`config.mk`:
```
export PLATFORM = sky130hd
export DESIGN_NAME = shifter32
export DESIGN_NICKNAME = d
export VERILOG_FILES = /design/src/rtl/shifter32.sv
export SDC_FILE = /design/constraint.sdc
export NUM_CORES = 1
export LEC_CHECK = 0
export ABC_AREA = 1
export CORE_ASPECT_RATIO = 1.1
export CORE_MARGIN = 3
export CORE_UTILIZATION = 55
export DETAILED_ROUTE_END_ITERATION = 8
export GPL_ROUTABILITY_DRIVEN = 0
export GPL_TIMING_DRIVEN = 0
export PLACE_DENSITY_LB_ADDON = 0.12
export SETUP_SLACK_MARGIN = 0.05
export SLEW_MARGIN = 5
export SYNTH_ARGS = -nofsm -noshare
export SYNTH_HDL_FRONTEND = slang
export SYNTH_SLANG_ARGS = --single-unit
```
`constraint.sdc`:
```
create_clock -name clk -period 1.9 [get_ports clk]
set_input_delay 0.38 -clock clk [delete_from_list [all_inputs] [get_ports clk]]
set_output_delay 0.38 -clock clk [all_outputs]
set_load 0.1 [all_outputs]
```
`src/rtl/shifter32.sv`:
```
// shifter32: registered 32-bit barrel shifter, one result per cycle, 1-cycle latency.
//
// Ports:
//   clk        in   single clock, all state updates on the rising edge
//   rst_n      in   synchronous active-low reset, clears dout and out_valid
//   in_valid   in   qualifies din/shamt/LR/AL in the current cycle
//   din        in   [31:0] data to shift
//   shamt      in   [4:0] unsigned shift amount 0..31
//   LR         in   direction: 1 = left, 0 = right
//   AL         in   right-shift kind: 1 = arithmetic, 0 = logical (ignored for left)
//   out_valid  out  high when dout holds a result produced on the previous edge
//   dout       out  [31:0] registered shift result, held while no new operation arrives
//
// The shift is a 5-level logarithmic network: level k moves the word by 2^k
// positions when shamt[k] is set. Left and right chains are built separately
// and selected at the end, so every level is a fixed-width 2:1 mux.
module shifter32 (
    input  logic        clk,
    input  logic        rst_n,
    input  logic        in_valid,
    input  logic [31:0] din,
    input  logic [4:0]  shamt,
    input  logic        LR,
    input  logic        AL,
    output logic        out_valid,
    output logic [31:0] dout
);

    // Stage 0 is the raw input; stage 5 is the fully shifted word.
    logic [31:0] lstage [6];
    logic [31:0] rstage [6];

    // Bit shifted into vacated high positions on a right shift.
    logic        fill;

    logic [31:0] dout_d;
    logic [31:0] dout_q;
    logic        out_valid_q;

    assign fill      = AL & din[31];
    assign lstage[0] = din;
    assign rstage[0] = din;

    for (genvar k = 0; k < 5; k++) begin : g_level
        localparam int Sh = 1 << k;

        // Left: drop the top Sh bits, zero-fill the bottom.
        assign lstage[k+1] = shamt[k] ? {lstage[k][31-Sh:0], {Sh{1'b0}}} : lstage[k];

        // Right: drop the bottom Sh bits, fill the top with zero or the sign.
        assign rstage[k+1] = shamt[k] ? {{Sh{fill}}, rstage[k][31:Sh]} : rstage[k];
    end

    always_comb begin
        dout_d = dout_q;
        if (in_valid) begin
            dout_d = LR ? lstage[5] : rstage[5];
        end
    end

    // out_valid follows only in_valid, so X on the data inputs while idle
    // never reaches it, and dout keeps its value when idle.
    always_ff @(posedge clk) begin
        if (!rst_n) begin
            dout_q      <= 32'h0000_0000;
            out_valid_q <= 1'b0;
        end else begin
            dout_q      <= dout_d;
            out_valid_q <= in_valid;
        end
    end

    assign dout      = dout_q;
    assign out_valid = out_valid_q;

endmodule

```
Word level (Yosys, flattened, before mapping)
Cells that the tools add are included.
- input bits: 42
- word-level logic and storage cells: 14
- output and inout bits: 33
- flip-flop bits (word level): 33
- bitwise logic cells: 1
- muxes and demuxes: 11
- operators with widths (cell ; number):
    32-bit 2-to-1 mux ; 11
    1-bit bitwise AND ; 1

Depth between registers and ports, before layout
Gate-level depths: netlist (run 1).
- depth after elaboration: 7
- depth in mapped cells: 13
- mapped depth without buffers: 11

Worst setup path after synthesis (run 1)
No wires, ideal clock.
- path kind: input-to-reg
- start point: input shamt[1]
- end point: register dout_q[12], in the netlist dout[12]
- buffers on the path: 3
- library setup time: 0.120 ns
- arrival time: 1.374 ns
- required time: 1.780 ns
- cell stages on the path: 11
- slack: 0.406 ns
- cell sequence: buf_4 -> inv_2 -> buf_6 -> buf_6 -> nand3_1 -> nand3_1 -> nand2_1 -> o21ai_1 -> nand2_1 -> a21oi_1 -> nor2_1
- cells in the longest elaborated chain, start to end: 5
- elaborated cells on any way between the ends: 9
- classes of those cells: 9 x mux
- RTL lines (what ; RTL line ; text):
    from (decl) ; 22 ; input logic [4:0] shamt,
    32-bit 2-to-1 mux (on tied branches) (4 in series) ; 51, 48 ;
    32-bit 2-to-1 mux (*) ; 57 ; dout_d = LR ? lstage[5] : rstage[5];
    to (signal assigned) ; 68 ; dout_q <= dout_d;
    to (decl) ; 37 ; logic [31:0] dout_q;
Mark *: on every way between the ends. The rest lies on a longest branch, timed or not.
A chain may end at the register's enable or synchronous reset.

Worst setup path in the final report (run 1)
- start point: register dout_q[9], in the netlist dout[9]
- end point: output dout[9]
- RTL lines (what ; RTL line ; text):
    to (decl) ; 26 ; output logic [31:0] dout
No word-level cell between the ends.

==> flow_summary.toml, run 1 <==
[routing]
num_vias = 6750
drc = 0
routed_via_density = 6.71
wire_per_inst_um = 19.6
wl_um = 19700
firstDrtPassIters = 8
drt-initial-drc-count = 1709
final_antenna_net_count = 0

[timing]
period_needed_ps = 1850
finalHoldViolations = 0
slew_viol_final = 0
fin_skew_ps = 0
holdWs_ps = 472
setup_viol = 0
max_freq_mhz = 541
rsz0062_at_grt = "yes"
period_share_pct = 97.2
slew-limit-headroom_pct = 36.0
tightest_slew_ps = 964
worst_slack_ps = 52.9

[layout]
drive_above_1_share_pct = 10.8
areaGrowthSynthToFinish_pct = 19.0
seqCellArea_um2 = 661
antennaDiodeCount = 0
nets = 942
fillers = 759
fin_cells = 1006
multi_input_area_mm2 = 0.00328

[global_route]
grt_pass1_vias = 6214
grt_use_total_pct = 42.1
antenna_found_initial = 0
grt_max_degree = 11
gr-total-overflow = 0
grt_pass1_wl_um = 31100

[setup_path]
cp-start-kind = "register"
cp.arrival_ps = 1470
crit_type = "register to output port"
crit_path_end_kind = "output port"
cp_max_fo = 2
reg2reg_slack_ps = 1180
critPathTopFamily = "buffers and inverters"
critPathMaxStageDelay_ps = 830
slowest_stage = "clkdlybuf4s15_1"
cp.required_ps = 1520
path_buf_inv = 1
crit_chain = "clkdlybuf4s15_1"

[hold_path]
hp-class = "register to register"

[synthesis]
yosysUniqueCellTypes = 23
synth_edf_count = 0
synth_top_area_share_pct = 39.7
synth_most_common_cell = "nand3_1"
netlist_instances = 825
synthTopCellsByArea = "nand3_1 (40%), nand2_1 (17%), dfxtp_1 (15%), o21ai_0 (4.5%), a21oi_1 (4.2%)"
synth_area_mm2 = 0.00440
syn-num-nets = 867
avgSynthCellArea_um2 = 5.34
synth-main-ff-cell = "dfxtp_1"
yosys.area.top_type = "nand3_1"
ys_ff_latch = 33
yosys-top-cells-count = "nand3_1 (349), nand2_1 (201), o21ai_0 (40)"
synthArstFlopShare_pct = 0
synth_seq_area_share_pct = 15.0
yosysWarningCount = 0

[placed_design]
dp_cells = 998
hpwl_um = 15000
io_buffers = 68
dp_slack_ps = -254

[floorplanning]
dieArea_mm2 = 0.00912
pin_count = 75
rows = 33
die_w_um = 91.3
core_area_mm2 = 0.00760
initial_core_util_pct = 58.0
die_h_um = 99.8

[pwr]
power_w = 0.00319
power_density_mw_per_mm2 = 609
p_leak_nw = 2.51
peakVddDrop_uv = 969

[cts]
htree_levels = 2
cts_root_buffer = "clkbuf_8"
postCtsSetupBuffers = 0
clock_latency_ps = 290
path_clk_slew_ps = 70
cts.sinks = 33
cts-hold-fix-buffers = 0
cts_resized = 58
cts_buffers = 5
cts_tree = "yes"
clock_path_buffers = 2

[status]
status = "finished, final reports clean"

[job]
drv_cap = 0
report_power, final:
part	switching [W]	internal [W]
registers	0.0000288	0.000745
logic	0.00128	0.000456
clock network	0.000253	0.000427
total	0.00156	0.00163
path summary, 6_finish.rpt:
| check | start | endpoint | cells after the start |
|---|---|---|---|
| worst max register to register | dout[15]$_SDFFE_PN0P_ | dout[15]$_SDFFE_PN0P_ | 2 |
| worst min-delay path | dout[18]$_SDFFE_PN0P_ | dout[18]$_SDFFE_PN0P_ | 2 |
| worst max-delay path | dout[9]$_SDFFE_PN0P_ | dout[9] | 1 |
| worst min register to register | dout[18]$_SDFFE_PN0P_ | dout[18]$_SDFFE_PN0P_ | 2 |
metal layers:
metal	vias up	global-route usage, %	part of all wire [%]
met5	-	0	0
met1	2824	53.5	34
met2	727	63.0	41
li1	3011	-	-
met3	188	10.3	17
met4	0	28.8	8.3
registers in the layout, summed over array words and instances, names as in the netlist:
| register | count |
|---|---|
| dout | 32 |
| out_valid | 1 |
cell type report:
class	instances	share of cell area, %
multi-input combinational	701	62.5
sequential	33	12.6
timing repair buffer	68	11.0
buffer	65	7.12
tap	105	2.51
inverter	26	2.01
clock buffer	7	1.65
clock inverter	1	0.573
through the flow:
step / util (%) / setup TNS (ps) / instance area [um^2]
after floorplan: - / 0 / 4400
after global placement: 68.6 / -4340 / 5220
after detailed placement: 68.6 / -4800 / 5220
after CTS: 70.0 / 0 / 5320
after global routing: 68.9 / 0 / 5240
final: 68.9 / 0 / 5240
cells in the final DEF (no fill, tap or decap), types with 2 or more instances in the layout:
master,instances
a21oi_1,36
a21oi_2,3
buf_1,4
buf_2,23
buf_4,2
buf_6,9
buf_8,2
clkbuf_1,24
clkbuf_2,24
clkbuf_8,6
clkdlybuf4s15_1,9
clkdlybuf4s50_1,33
dfxtp_1,33
dlymetal6s2s_1,2
inv_1,19
inv_2,5
nand2_1,200
nand2_2,15
nand3_1,349
nand3_2,4
nand4_1,5
nor2_1,34
o21ai_0,39
o21ai_1,13
kinds of logic after synthesis:
logic type | after synthesis | synth area share (%)
AOI/OAI and AO/OA | 92 | 10.7
buffers and inverters | 91 | 10.8
DFF | 33 | 15.0
and+or+nand+nor | 609 | 63.5
No activity file was read; power rests on OpenSTA's default activity.
==> run 2: changes to the inputs <==
--- a/config.mk
+++ b/config.mk
@@ -9,6 +9,7 @@
 export CORE_ASPECT_RATIO = 1.1
 export CORE_MARGIN = 3
 export CORE_UTILIZATION = 55
+export CTS_CLUSTER_SIZE = 12
 export DETAILED_ROUTE_END_ITERATION = 8
 export GPL_ROUTABILITY_DRIVEN = 0
 export GPL_TIMING_DRIVEN = 0
==> results of run 2 <==
The final DEF is identical to that of run 1; final timing and power are the same.
==> run 3: changes to the inputs <==
--- a/config.mk
+++ b/config.mk
@@ -6,7 +6,7 @@
 export NUM_CORES = 1
 export LEC_CHECK = 0
 export ABC_AREA = 1
-export CORE_ASPECT_RATIO = 1.1
+export CORE_ASPECT_RATIO = 1.2
 export CORE_MARGIN = 3
 export CORE_UTILIZATION = 55
 export CTS_CLUSTER_SIZE = 12
@@ -14,7 +14,7 @@
 export GPL_ROUTABILITY_DRIVEN = 0
 export GPL_TIMING_DRIVEN = 0
 export PLACE_DENSITY_LB_ADDON = 0.12
-export SETUP_SLACK_MARGIN = 0.05
+export SETUP_SLACK_MARGIN = 0.5
 export SLEW_MARGIN = 5
 export SYNTH_ARGS = -nofsm -noshare
 export SYNTH_HDL_FRONTEND = slang
==> flow_summary.toml, run 3 <==
[status]
status = "aborted with a tool error"
haltStage = "5_1_grt"
first-error = "[ERROR GRT-0232] Routing congestion too high. Check the congestion heatmap in the GUI."

[floorplanning]
die_h_um = 104
initial_core_util_pct = 56.8
die_w_um = 87.7
pin_count = 75
rows = 35

[placed_design]
hpwl_um = 15300
placed_area_mm2 = 0.00534
io_buffers = 68
dp_cells = 985

[synthesis]
synth_seq_area_share_pct = 15.0
synthAdderAreaFrac_pct = 0
synth-main-ff-cell = "dfxtp_1"
synth_most_common_cell = "nand3_1"
synth_top_family_by_area = "simple AND/OR/NAND/NOR gates"
ys_ff_latch = 33
yosys.area_share.simple_pct = 63.5
netlist_instances = 825
synthTopCellsByArea = "nand3_1 (40%), nand2_1 (17%), dfxtp_1 (15%), o21ai_0 (4.5%), a21oi_1 (4.2%)"
synth_top_area_share_pct = 39.7
avgSynthCellArea_um2 = 5.34
synthArstFlopShare_pct = 0
syn-num-nets = 867
yosys-top-cells-count = "nand3_1 (349), nand2_1 (201), o21ai_0 (40)"
synth_edf_count = 0
synthMuxAreaShare_pct = 0
yosysWarningCount = 0
yosysUniqueCellTypes = 23
yosys.area.top_type = "nand3_1"
synthXorXnorAreaFrac_pct = 0
synth-compound-area-share_pct = 10.7
synth_area_mm2 = 0.00440

[cts]
cts_buffers = 5
htree_levels = 2
cts_root_buffer = "clkbuf_8"
clock_path_buffers = 2
cts-hold-fix-buffers = 0
cts.sinks = 33

[timing]
grt_repair_worst_endpoint = "dout[26]$_SDFFE_PN0P_/D"
worstEndpointType = "register input"

[global_route]
grt_use_total_pct = 69.3
grt_max_degree = 11
gr-total-overflow = 1
run 3: metal layers:
metal	overflow	track usage, %
met1	0	73.9
met2	0	82.6
met3	0	56.3
met4	1	58.2
met5	0	23.6
run 3: timing repair:
item	4_1_cts
resized for setup	392
gates cloned	1
pin swaps	54
setup buffers	7
setup endpoints to repair	65
run 3: metrics by stage:
step / utilization (%) / worst slack [ps] / hold slack (ps) / setup TNS, ps
after CTS: 76.8 / 442 / 451 / 0
after detailed placement: 68.8 / -272 / 462 / -5000
after global placement: 68.8 / -215 / 456 / -4270
after floorplan: - / 470 / 492 / 0
run 3: logic make-up after synthesis:
group | Yosys count
and+or+nand+nor | 609
AOI/OAI and AO/OA | 92
DFF | 33
buffers and inverters | 91
==> run 4: changes to the inputs <==
==> config.mk (replaced) <==
export PLATFORM = sky130hd
export DESIGN_NAME = shifter32
export DESIGN_NICKNAME = d
export VERILOG_FILES = /design/src/rtl/shifter32.sv
export SDC_FILE = /design/constraint.sdc
export NUM_CORES = 1
export LEC_CHECK = 0
export ABC_AREA = 1
export CORE_MARGIN = 3
export CORE_UTILIZATION = 40
export DETAILED_ROUTE_END_ITERATION = 8
export GPL_ROUTABILITY_DRIVEN = 0
export GPL_TIMING_DRIVEN = 0
export PLACE_DENSITY_LB_ADDON = 0.15
export SLEW_MARGIN = 5
export SYNTH_ARGS = -nofsm -noshare
export SYNTH_HDL_FRONTEND = slang
export SYNTH_SLANG_ARGS = --single-unit
==> flow_summary.toml, run 4 (synthesis results as in run 1) <==
[setup_path]
critPathMaxStageDelay_ps = 860
crit_chain = "dlygate4sd2_1"
r2r_cells = 2
critPathTopFamily = "buffers and inverters"
cp.arrival_ps = 1480
crit_type = "register to output port"
path_buf_inv = 1
cp-start-kind = "register"
slowest_stage = "dlygate4sd2_1"
cp_max_fo = 2
r2r-start = "dout[15]$_SDFFE_PN0P_"
crit_path_end_kind = "output port"
r2r-end = "dout[15]$_SDFFE_PN0P_"
reg2reg_slack_ps = 1240
cp.required_ps = 1520

[cts]
clock_path_buffers = 2
cts_buffers = 5
clock_latency_ps = 290
path_clk_slew_ps = 70
cts-hold-fix-buffers = 0
cts.sinks = 33
cts_resized = 34
cts_tree = "yes"
postCtsSetupBuffers = 0
cts_root_buffer = "clkbuf_8"
htree_levels = 2

[timing]
tns_ps = 0
tightest_slew_ps = 977
fin_skew_ps = 0
finalHoldViolations = 0
max_freq_mhz = 537
worst_slack_ps = 39.5
slew-limit-headroom_pct = 35.1
rsz0062_at_grt = "no"
period_share_pct = 97.9
holdWs_ps = 477
setup_viol = 0
period_needed_ps = 1860
slew_viol_final = 0

[floorplanning]
initial_core_util_pct = 41.9
rows = 37
pin_count = 75
core_area_mm2 = 0.0105
dieArea_mm2 = 0.0123
die_h_um = 111
die_w_um = 111

[pwr]
power_w = 0.00302
peakVddDrop_uv = 391
power_density_mw_per_mm2 = 568
p_leak_nw = 2.55

[routing]
final_antenna_net_count = 0
wl_met3_um = 2850
routed_via_density = 6.35
routed.top_layer = "met4"
wl_met1_um = 8130
wl_um = 20300
drc = 0
firstDrtPassIters = 8
wl_met2_um = 8090
wire_per_inst_um = 19.6
num_vias = 6574
drt-initial-drc-count = 1077

[global_route]
grt_pass1_wl_um = 32000
grt_max_degree = 12
gr-total-overflow = 0
grt_use_total_pct = 31.8
antenna_found_initial = 0
grt_pass1_vias = 6150

[job]
drv_cap = 0

[placed_design]
dp_slack_ps = -375
dp_cells = 1029
io_buffers = 68
hpwl_um = 15900

[layout]
largest_reg_flops = 32
final_common_cell = "nand3_1"
drive_above_1_share_pct = 8.33
final_cell_mix = "nand3_1 (349), nand2_1 (200), o21ai_0 (39)"
fillers = 1189
antennaDiodeCount = 0
fin_cells = 1036
nets = 941
areaGrowthSynthToFinish_pct = 20.8

[hold_path]
hp-class = "register to register"
holdPathEnd = "dout[16]$_SDFFE_PN0P_"
min_from = "dout[16]$_SDFFE_PN0P_"
whs_path_depth = 2

[status]
status = "finished, final reports clean"
==> run 4: worst reg2reg max path: stages (launching register included) <==
cell,delay [ps]
dfxtp_1,320
o21ai_0,180
a21oi_1,60
==> run 4: layer usage <==
metal,track usage (%),up-vias
met3,8.02,123
li1,-,3011
met4,17.3,0
met2,45.8,559
met5,0,-
met1,43.1,2881
==> run 4: through the flow <==
step,util [%],cell area [um^2]
after floorplan,-,4400
after global placement,50.0,5250
after detailed placement,50.0,5250
after CTS,50.4,5300
after global routing,50.6,5320
final,50.6,5320
==> run 4: worst max path at each step <==
stage | depth (start not counted) | from | slack [ps] | to
after detailed placement | 7 | LR | -370 | dout[30]$_SDFFE_PN0P_
after global placement | 7 | LR | -400 | dout[30]$_SDFFE_PN0P_
after floorplan | 11 | shamt[1] | 410 | dout[12]$_SDFFE_PN0P_
final | 1 | dout[3]$_SDFFE_PN0P_ | 40 | dout[3]
after global routing | 1 | dout[18]$_SDFFE_PN0P_ | 1 | dout[18]
after CTS | 8 | LR | 20 | dout[11]$_SDFFE_PN0P_
==> run 4: layout make-up <==
cell class              count  area (um^2)  area share [%]
clock inverters             3         17.5           0.329
multi-input cells         701         3280            61.7
flip-flops and latches     33          661            12.4
well taps                 136          170            3.20
inverters                  26          105            1.98
clock buffers               5         68.8            1.29
repair buffers             68          647            12.2
plain buffers              64          369            6.94
==> run 4: where the power goes <==
| group | leakage (nW) | switching (W) | internal (W) |
|---|---|---|---|
| sequential | 0.273 | 0.0000231 | 0.000745 |
| combinational | 2.23 | 0.00128 | 0.000464 |
| clock | 0.0439 | 0.000261 | 0.000253 |
| total | 2.55 | 0.00156 | 0.00146 |
